--- src/rtl/layer_stream_pkg.sv ---
// Shared definitions for the layer output streamer: FSM encoding, skid FIFO sizing
// and the 8-bit pixel quantizer used when PIXEL_QUANT_EN is defined.
package layer_stream_pkg;

   localparam logic [1:0] IDLE   = 2'd0;
   localparam logic [1:0] STREAM = 2'd1;
   localparam logic [1:0] DRAIN  = 2'd2;
   localparam logic [1:0] DONE   = 2'd3;

   // Room for every read that can be in the BRAM pipe plus one word of slack
   // in each direction, which keeps a sustained one-word-per-cycle stream.
   function automatic int unsigned fifo_depth(input int unsigned read_latency);
      return read_latency + 2;
   endfunction

   // Signed fixed-point word to 0..255: negative -> 0, >= 1.0 -> 255,
   // otherwise the top 8 fraction bits (truncated).
   function automatic logic [7:0] quantize_pixel(input logic [63:0]   word,
                                                 input int unsigned   data_width,
                                                 input int unsigned   fraction_width);
      logic [63:0] sign_s;
      logic [63:0] int_mask;
      logic [63:0] int_s;
      logic [63:0] frac_s;
      sign_s   = word >> (data_width - 1);
      int_mask = (64'd1 << (data_width - 1 - fraction_width)) - 64'd1;
      int_s    = (word >> fraction_width) & int_mask;
      frac_s   = (word >> (fraction_width - 8)) & 64'hFF;
      if ((sign_s & 64'd1) != 64'd0) begin
         return 8'd0;
      end
      if (int_s != 64'd0) begin
         return 8'd255;
      end
      return 8'(frac_s);
   endfunction

endpackage

--- src/rtl/stream_skid_fifo.sv ---
// Small synchronous FIFO with count/full/empty; head word is visible while not empty.
module stream_skid_fifo #(
   parameter int unsigned DEPTH = 4,
   parameter int unsigned WIDTH = 21,
   localparam int unsigned PTR_WIDTH = $clog2(DEPTH),
   localparam int unsigned CNT_WIDTH = $clog2(DEPTH + 1)
) (
   input  logic                 clk,
   input  logic                 reset,
   input  logic                 push,
   input  logic [WIDTH-1:0]     push_data,
   input  logic                 pop,
   output logic [WIDTH-1:0]     head_data,
   output logic [CNT_WIDTH-1:0] count,
   output logic                 full,
   output logic                 empty
);

   logic [WIDTH-1:0]     mem [DEPTH];
   logic [PTR_WIDTH-1:0] wr_ptr;
   logic [PTR_WIDTH-1:0] rd_ptr;
   logic                 push_ok;
   logic                 pop_ok;

   function automatic logic [PTR_WIDTH-1:0] ptr_inc(input logic [PTR_WIDTH-1:0] ptr);
      return (ptr == PTR_WIDTH'(DEPTH - 1)) ? '0 : ptr + PTR_WIDTH'(1);
   endfunction

   assign full      = (count == CNT_WIDTH'(DEPTH));
   assign empty     = (count == '0);
   assign push_ok   = push && !full;
   assign pop_ok    = pop && !empty;
   assign head_data = mem[rd_ptr];

   always_ff @(posedge clk or posedge reset) begin
      if (reset) begin
         for (int i = 0; i < int'(DEPTH); i++) begin
            mem[i] <= '0;
         end
         wr_ptr <= '0;
         rd_ptr <= '0;
         count  <= '0;
      end else begin
         if (push_ok) begin
            mem[wr_ptr] <= push_data;
            wr_ptr      <= ptr_inc(wr_ptr);
         end
         if (pop_ok) begin
            rd_ptr <= ptr_inc(rd_ptr);
         end
         case ({push_ok, pop_ok})
            2'b10:   count <= count + CNT_WIDTH'(1);
            2'b01:   count <= count - CNT_WIDTH'(1);
            default: count <= count;
         endcase
      end
   end

endmodule

--- src/rtl/layer_output_streamer.sv ---
// Walks a finished layer's output BRAM and streams it out as valid/ready with last.
// Build option PIXEL_QUANT_EN: quantize each word to an 8-bit pixel on FIFO entry.
module layer_output_streamer
   import layer_stream_pkg::*;
#(
   parameter int unsigned DATA_WIDTH     = 20,
   parameter int unsigned FRACTION_WIDTH = 10,
   parameter int unsigned ADDR_WIDTH     = 10,
   parameter int unsigned TOTAL_WORDS    = 900,
   parameter int unsigned READ_LATENCY   = 2,
`ifdef PIXEL_QUANT_EN
   localparam int unsigned OUT_WIDTH     = 8
`else
   localparam int unsigned OUT_WIDTH     = DATA_WIDTH
`endif
) (
   input  logic                  clk,
   input  logic                  reset,
   input  logic                  layer_done,
   output logic [ADDR_WIDTH-1:0] rd_addr,
   output logic                  rd_en,
   input  logic [DATA_WIDTH-1:0] rd_data,
   output logic                  m_valid,
   input  logic                  m_ready,
   output logic [OUT_WIDTH-1:0]  m_data,
   output logic                  m_last,
   output logic                  busy,
   output logic                  done
);

   localparam int unsigned FIFO_DEPTH = fifo_depth(READ_LATENCY);
   localparam int unsigned CNT_WIDTH  = $clog2(FIFO_DEPTH + 1);
   localparam int unsigned USED_WIDTH = CNT_WIDTH + 1;
   localparam logic [ADDR_WIDTH-1:0] LAST_ADDR = ADDR_WIDTH'(TOTAL_WORDS - 1);

   if (READ_LATENCY < 1 || READ_LATENCY > 4) begin : g_bad_latency
      $error("layer_output_streamer: READ_LATENCY must be 1..4");
   end
   if (64'(TOTAL_WORDS) > (64'd1 << ADDR_WIDTH) || TOTAL_WORDS == 0) begin : g_bad_total
      $error("layer_output_streamer: TOTAL_WORDS must fit the address range");
   end
   if (FRACTION_WIDTH < 8 || FRACTION_WIDTH >= DATA_WIDTH) begin : g_bad_fraction
      $error("layer_output_streamer: FRACTION_WIDTH must be 8..DATA_WIDTH-1");
   end

   logic [1:0]              state;
   logic [1:0]              state_next;
   logic                    rd_en_next;
   logic [ADDR_WIDTH-1:0]   rd_addr_next;
   logic [READ_LATENCY-1:0] vld_sr;
   logic [READ_LATENCY-1:0] last_sr;
   logic [USED_WIDTH-1:0]   used;
   logic                    credit_ok;
   logic                    push;
   logic                    pop;
   logic [OUT_WIDTH-1:0]    push_word;
   logic [OUT_WIDTH:0]      fifo_head;
   logic [CNT_WIDTH-1:0]    fifo_count;
   logic                    fifo_full;
   logic                    fifo_empty;

   assign push = vld_sr[READ_LATENCY-1];
   assign pop  = m_valid && m_ready;

`ifdef PIXEL_QUANT_EN
   assign push_word = quantize_pixel(64'(rd_data), DATA_WIDTH, FRACTION_WIDTH);
`else
   assign push_word = rd_data;
`endif

   // Credits: reads in the BRAM pipe plus words parked in the FIFO, less a word leaving now.
   always_comb begin
      used = USED_WIDTH'(fifo_count) + USED_WIDTH'(rd_en);
      for (int i = 0; i < int'(READ_LATENCY); i++) begin
         used = used + USED_WIDTH'(vld_sr[i]);
      end
      credit_ok = (used - USED_WIDTH'(pop)) < USED_WIDTH'(FIFO_DEPTH);
   end

   always_ff @(posedge clk or posedge reset) begin
      if (reset) begin
         state <= IDLE;
      end else begin
         state <= state_next;
      end
   end

   always_comb begin
      state_next   = state;
      rd_en_next   = 1'b0;
      rd_addr_next = rd_addr;
      case (state)
         IDLE: begin
            if (layer_done) begin
               state_next   = STREAM;
               rd_en_next   = 1'b1;
               rd_addr_next = '0;
            end
         end
         STREAM: begin
            if (rd_en && rd_addr == LAST_ADDR) begin
               state_next = DRAIN;
            end else begin
               rd_en_next = credit_ok;
               if (rd_en) begin
                  rd_addr_next = rd_addr + ADDR_WIDTH'(1);
               end
            end
         end
         DRAIN: begin
            if (pop && m_last) begin
               state_next = DONE;
            end
         end
         DONE: begin
            if (!layer_done) begin
               state_next = IDLE;
            end
         end
         default: state_next = IDLE;
      endcase
   end

   always_ff @(posedge clk or posedge reset) begin
      if (reset) begin
         rd_en   <= 1'b0;
         rd_addr <= '0;
         busy    <= 1'b0;
         done    <= 1'b0;
         vld_sr  <= '0;
         last_sr <= '0;
      end else begin
         rd_en   <= rd_en_next;
         rd_addr <= rd_addr_next;
         busy    <= (state_next == STREAM) || (state_next == DRAIN);
         done    <= (state_next == DONE);
         vld_sr  <= (vld_sr << 1) | READ_LATENCY'(rd_en);
         last_sr <= (last_sr << 1) | READ_LATENCY'(rd_en && rd_addr == LAST_ADDR);
      end
   end

   stream_skid_fifo #(
      .DEPTH (FIFO_DEPTH),
      .WIDTH (OUT_WIDTH + 1)
   ) u_fifo (
      .clk       (clk),
      .reset     (reset),
      .push      (push),
      .push_data ({last_sr[READ_LATENCY-1], push_word}),
      .pop       (pop),
      .head_data (fifo_head),
      .count     (fifo_count),
      .full      (fifo_full),
      .empty     (fifo_empty)
   );

   assign m_valid = !fifo_empty;
   assign m_last  = fifo_head[OUT_WIDTH];
   assign m_data  = fifo_head[OUT_WIDTH-1:0];

   // The credit rule must leave a free slot for every word that emerges from the BRAM.
   a_no_overflow: assert property (@(posedge clk) disable iff (reset) push |-> !fifo_full);

endmodule

--- config.mk ---
export PLATFORM = sky130hd
export DESIGN_NAME = layer_output_streamer
export DESIGN_NICKNAME = d
export VERILOG_FILES = /design/src/rtl/layer_stream_pkg.sv /design/src/rtl/stream_skid_fifo.sv /design/src/rtl/layer_output_streamer.sv
export SDC_FILE = /design/constraint.sdc
export NUM_CORES = 1
export LEC_CHECK = 0
export ABC_AREA = 1
export BUFFER_PORTS_ARGS = -buffer_cell sky130_fd_sc_hd__buf_2
export CAP_MARGIN = 20
export CELL_PAD_IN_SITES_DETAIL_PLACEMENT = 1
export CELL_PAD_IN_SITES_GLOBAL_PLACEMENT = 1
export CORE_AREA = 2 2 109 111
export CTS_CLUSTER_DIAMETER = 120
export DETAILED_ROUTE_END_ITERATION = 10
export DIE_AREA = 0 0 111 113
export PLACE_DENSITY = 0.82
export SLEW_MARGIN = 20
export SYNTH_ARGS = -nofsm -noshare
export SYNTH_HDL_FRONTEND = slang
export SYNTH_SLANG_ARGS = --single-unit
--- constraint.sdc ---
create_clock -name clk -period 8.6 [get_ports clk]
set_input_delay 2.15 -clock clk [delete_from_list [all_inputs] [get_ports clk]]
set_output_delay 2.15 -clock clk [all_outputs]
set_load 0.005 [all_outputs]
[Word level (Yosys, flattened, before mapping)]
Index checks and enable logic that the tools add are counted.
Operators by class
  $lt $le $gt $ge: 4
  bitwise gates (word level): 4
  reductions and logical operators: 14
  multiplexer cells: 21
  eq/ne operators: 15
  $add $sub $neg: 9
Operators by type and width (number)
  $bwmux 84: 1
  $mux 21: 3
  $bmux 21 s2: 1
  $demux 21 s2: 1
  $mux 10: 3
  $pmux 10 s2: 1
  $eq 2x2->1 const B: 7
  $mux 2: 6
  $add 10x1->10 const B: 1
  $eq 10x10->1 const B: 1
  $add 4x1->4: 2
  $pmux 2 s4: 1
  $eq 2x1->1 const B: 3
  $ge 3x3->1 const B: 2
  $logic_and 1x1->1: 6
  $ne 2x2->1 const B: 3
  $not 2->3: 2
  $pmux 3 s2: 1
  $add 2x1->2 const B: 2
  $add 3x1->4: 1
  $lt 4x3->1 const B: 1
  $or 2x1->2: 2
  $reduce_and 4->1: 1
  $reduce_bool 2->1: 2
  11 further kinds: 13
Word-level totals
  logic and storage cells: 81
  bits in registers: 110

[Longest topological paths before layout]
  depth in word-level cells: 9
  gate-level depth with buffers: 13

[Cells and area by module]
Synthesis repeated with hierarchy kept, for this count alone.
Unflattened totals
  cell total of the unflattened synthesis: 732
  area, all modules: 5846.9 sq um
Modules (own cells, without submodules)
  stream_skid_fifo: times used 1, cells an instance 588, area an instance 4673.2 sq um
  layer_output_streamer: times used 1, cells an instance 144, area an instance 1173.6 sq um

[Least setup slack after synthesis]
OpenSTA, ideal clock, no wires.
  kind: input -> register
  start point: in m_ready
  end point: reg rd_en
  arrival: 3.630 ns
  buffers on the path: 0
  setup slack: 4.888 ns
  cell stages on the path: 11
  required time: 8.517 ns
  cell sequence: nand2_1 inv_1 ha_1 inv_1 fa_1 ha_1 nand3_1 nand2_1 xnor2_1 nand2_1 o21ai_0
Between the ends
  longest elaborated chain between the ends: 5
Ends and longest elaborated chain
  start, declared: RTL line layer_output_streamer.sv:24  | input logic m_ready,
  $logic_and 1x1->1: RTL line layer_output_streamer.sv:63  | assign pop = m_valid && m_ready;
  $sub 4x1->4: RTL line layer_output_streamer.sv:77  | credit_ok = (used - USED_WIDTH'(pop)) < USED_WIDTH'(FIFO_DEPTH);
  $lt 4x3->1: RTL line layer_output_streamer.sv:77
  $mux 1: RTL line layer_output_streamer.sv:101  | if (rd_en && rd_addr == LAST_ADDR) begin
  $pmux 1 s2: RTL line layer_output_streamer.sv:92  | case (state)
  named net rd_en_next: RTL line layer_output_streamer.sv:48  | logic rd_en_next;
  end signal, assigned: RTL line layer_output_streamer.sv:133  | rd_en <= rd_en_next;
  end, declared: RTL line layer_output_streamer.sv:21  | output logic rd_en,
The timed path passes the listed nets, and every way through them passes these cells.
A chain may end at the register's enable or synchronous reset.

[Final worst setup path]
  start point: reg u_fifo.rd_ptr[1]
  end point: out m_data[9]
Between the ends
  longest elaborated chain between the ends: 4
Ends and longest elaborated chain
  start, declared: RTL line stream_skid_fifo.sv:21  | logic [PTR_WIDTH-1:0] rd_ptr;
  start signal, assigned: RTL line stream_skid_fifo.sv:49  | rd_ptr <= ptr_inc(rd_ptr);
  $not 2->3 (implied by the code): RTL line stream_skid_fifo.sv:33  | assign head_data = mem[rd_ptr];
  $bmux 21 s2: RTL line stream_skid_fifo.sv:33
  $mux 21 (implied by the code) (2 in series): RTL line stream_skid_fifo.sv:33
  end, declared: RTL line layer_output_streamer.sv:25  | output logic [OUT_WIDTH-1:0] m_data,
Every way passes these cells. The select of a mux whose other input is x is not followed.

==> flow_metrics.env <==
export IMPL_status="finished clean"
export IMPL_max_freq_ghz=0.225
export IMPL_r2r_start="u_fifo.rd_ptr[1]"
export IMPL_place_gp_congestion=0.787
export IMPL_crit_cells=4
export IMPL_num_vias=4241
export IMPL_critPathMaxFanout=23
export IMPL_vias_per_cell=5.36
export IMPL_synth_area_sq_um=5300
export IMPL_tightestPinTransition_ns=0.952
export IMPL_die_y_microns=113
export IMPL_holdBufCountCts=0
export IMPL_path_buf_inv=2
export IMPL_initial_core_util_pct=47.0
export IMPL_synthArstFlopShare_pct=100
export IMPL_setup_viol_count_final=0
export IMPL_synth_cell_types=25
export IMPL_worstHoldStart="last_sr[0]"
export IMPL_r2r_end="busy"
export IMPL_grt_pass1_wl_mm=22.1
export IMPL_cts_root_buf="clkbuf_16"
export IMPL_cts_buffers_inserted=9
export IMPL_ys_warn_count=0
export IMPL_final_period_utilization_pct=51.7
export IMPL_area_delta_synth_final_pct=10.3
export IMPL_drive_gt1_share_pct=15.9
export IMPL_antenna_found_initial=0
export IMPL_fill_cells=1359
export IMPL_drtPass1Iterations=4
export IMPL_ir_worst_vdd_mv=0.171
export IMPL_slew_violations=0
export IMPL_crit_path_end_kind="output port"
export IMPL_grt_overflow=0
export IMPL_die_w_microns=111
export IMPL_cpLargestDelayFamily="buffers and inverters"
export IMPL_numPortBuffers=58
export IMPL_ant_nets=0
export IMPL_placed_area_sq_um=5550
export IMPL_first_global_vias=4518
export IMPL_cts_tree="yes"
export IMPL_syn_num_nets=643
export IMPL_min_delay_worst_endpoint="last_sr[1]"
export IMPL_diodes=0
export IMPL_worstSetupPathType="reg2out"
export IMPL_ys_flop_type="dfrtp_1"
export IMPL_worstPathCellList="inv_1, o21ai_0, o22ai_1, buf_2"
export IMPL_rsz0062_at_grt="false"
export IMPL_crit_path_start_kind="flip-flop"
export IMPL_fin_crit_ns=4.44
export IMPL_ys_seq_area_share_pct=51.9
export IMPL_syn_inst=604
export IMPL_cts_sinks=110
export IMPL_fin_nets=682
export IMPL_hpwl_mm=8.17
export IMPL_fin_worst_skew_ns=0.00651
export IMPL_slowest_delay_ns=0.70
export IMPL_p_per_area_nw_per_um2=393
export IMPL_core_area_sq_um=11300
export IMPL_finalSetupTns_ns=0
export IMPL_p_leak_uw=0.00293
export IMPL_clockBufferDepth=2
export IMPL_synth_seq_cells=110
export IMPL_hold_viol_final=0
export IMPL_cts_setup_buffers=0
export IMPL_cts_resized=0
export IMPL_startpoint="u_fifo.rd_ptr[1]"
export IMPL_clk_pin_slew_ns=0.07
export IMPL_min_path_cells=0
export IMPL_min_path_type="reg2reg"
export IMPL_arrival_ns=2.29
export IMPL_cp_required_ns=6.45
export IMPL_relSlewSlack_pct=36.3
export IMPL_wl_per_cell_microns=16.2
export IMPL_stdcell_area_sq_um=5850
export IMPL_drv_cap=0
export IMPL_synth_edf_count=0
export IMPL_die_area_sq_um=12500
export IMPL_drc=0
export IMPL_clkLatencyLatePin_ns=0.35
export IMPL_grt_max_degree=64
export IMPL_ff2ff_setup_slack_ns=6.15
export IMPL_h_tree_depth=3
export IMPL_rows=39
export IMPL_grt_total_usage_pct=21.8
export IMPL_avgSynthCellArea_sq_um=8.77
export IMPL_drtIter0Drc=255
export IMPL_wl_mm=12.8
export IMPL_ios=59
export IMPL_r2r_cells=7
export IMPL_cp_slowest_cell="inv_1"
[final cells by class]
class | instances | area (sq um) | area share, %
clock buffer | 13 | 250 | 4.28
clock inverter | 3 | 43.8 | 0.749
inverter | 56 | 213 | 3.64
multi-input combinational | 405 | 2090 | 35.8
sequential | 110 | 2750 | 47.1
tap | 143 | 179 | 3.06
timing repair buffer | 61 | 313 | 5.35
[cell families (layout without fill, tap and decap cells)]
group	Yosys count	in the layout	share of synthesized area, %
AOI/OAI and AO/OA	170	170	18.4
and+or+nand+nor	217	217	16.8
adders and majority gates	15	15	3.83
buffers and inverters	89	133	8.52
DFF	110	110	51.9
xor gates and xnor gates	3	3	0.496
[cells in the final DEF, fill, tap and decap left out, drive strengths merged]
master    n
nand2   135
a21o      3
buf      61
o21ai   143
bufinv    1
fa        2
nor2     51
o22ai    20
inv      56
dfrtp   110
xor2      1
a31oi     1
ha       13
nand3    25
clkbuf   13
xnor2     2
nand4     5
clkinv    2
a21oi     3
or2       1
[flip-flops by register name, summed over array words and instances (netlist names)]
| name | count |
|---|---|
| rd_addr | 10 |
| u_fifo.wr_ptr | 2 |
| state | 2 |
| last_sr | 2 |
| u_fifo.mem | 84 |
| rd_en | 1 |
| busy | 1 |
| done | 1 |
| u_fifo.count | 3 |
| vld_sr | 2 |
| u_fifo.rd_ptr | 2 |
[through the flow]
| step | instances | hold slack, ns | util (%) | setup WS, ns | power, uW |
|---|---|---|---|---|---|
| 2_1_floorplan | 604 | 0.331 | - | 3.55 | 1600 |
| 3_3_place_gp | 775 | 0.335 | 49.3 | 4.59 | 1810 |
| 3_5_place_dp | 775 | 0.339 | 49.3 | 4.55 | 1890 |
| 4_1_cts | 791 | 0.353 | 51.9 | 4.14 | 2330 |
| 5_1_grt | 791 | 0.361 | 51.9 | 4.02 | 2510 |
| 6_report | 791 | 0.349 | 51.9 | 4.16 | 2300 |
[worst max-delay path by stage]
stage	end	slack, ns
final	m_data[9]	4.16
after global routing	m_data[7]	4.02
after CTS	m_data[0]	4.14
after detailed placement	rd_en	4.55
after global placement	m_data[19]	4.59
after floorplan	busy	3.55
[Yosys cell counts, types with 3 or more instances]
cell type  number  area, sq um
o22ai_1        20          125
nand2_1       131          492
a21o_1          3         22.5
o21ai_2        20          175
inv_1          54          203
nand2_4         4         45.0
nor2_1         51          191
ha_1           13          163
a21oi_1         3         15.0
nand3_1        25          125
buf_6          14          158
clkbuf_1       11         41.3
o21ai_1        64          320
buf_2           4         20.0
o21ai_0        59          295
dfrtp_1       110         2750
nand4_1         5         31.3
[power by group]
| group | leakage [uW] | internal [uW] | switching, uW |
|---|---|---|---|
| Combinational | 0.00142 | 385 | 594 |
| Clock | 0.000144 | 234 | 183 |
| Sequential | 0.00136 | 746 | 153 |
| Total | 0.00293 | 1370 | 930 |
[metal layers]
metal,track usage (%),vias up,share of wire [%]
li1,-,2051,-
met1,27.0,2116,44
met2,38.8,63,52
met3,5.30,11,2.9
met4,5.08,0,1.2
met5,0,-,0
Note: power is estimated with default switching activity, not from simulation.
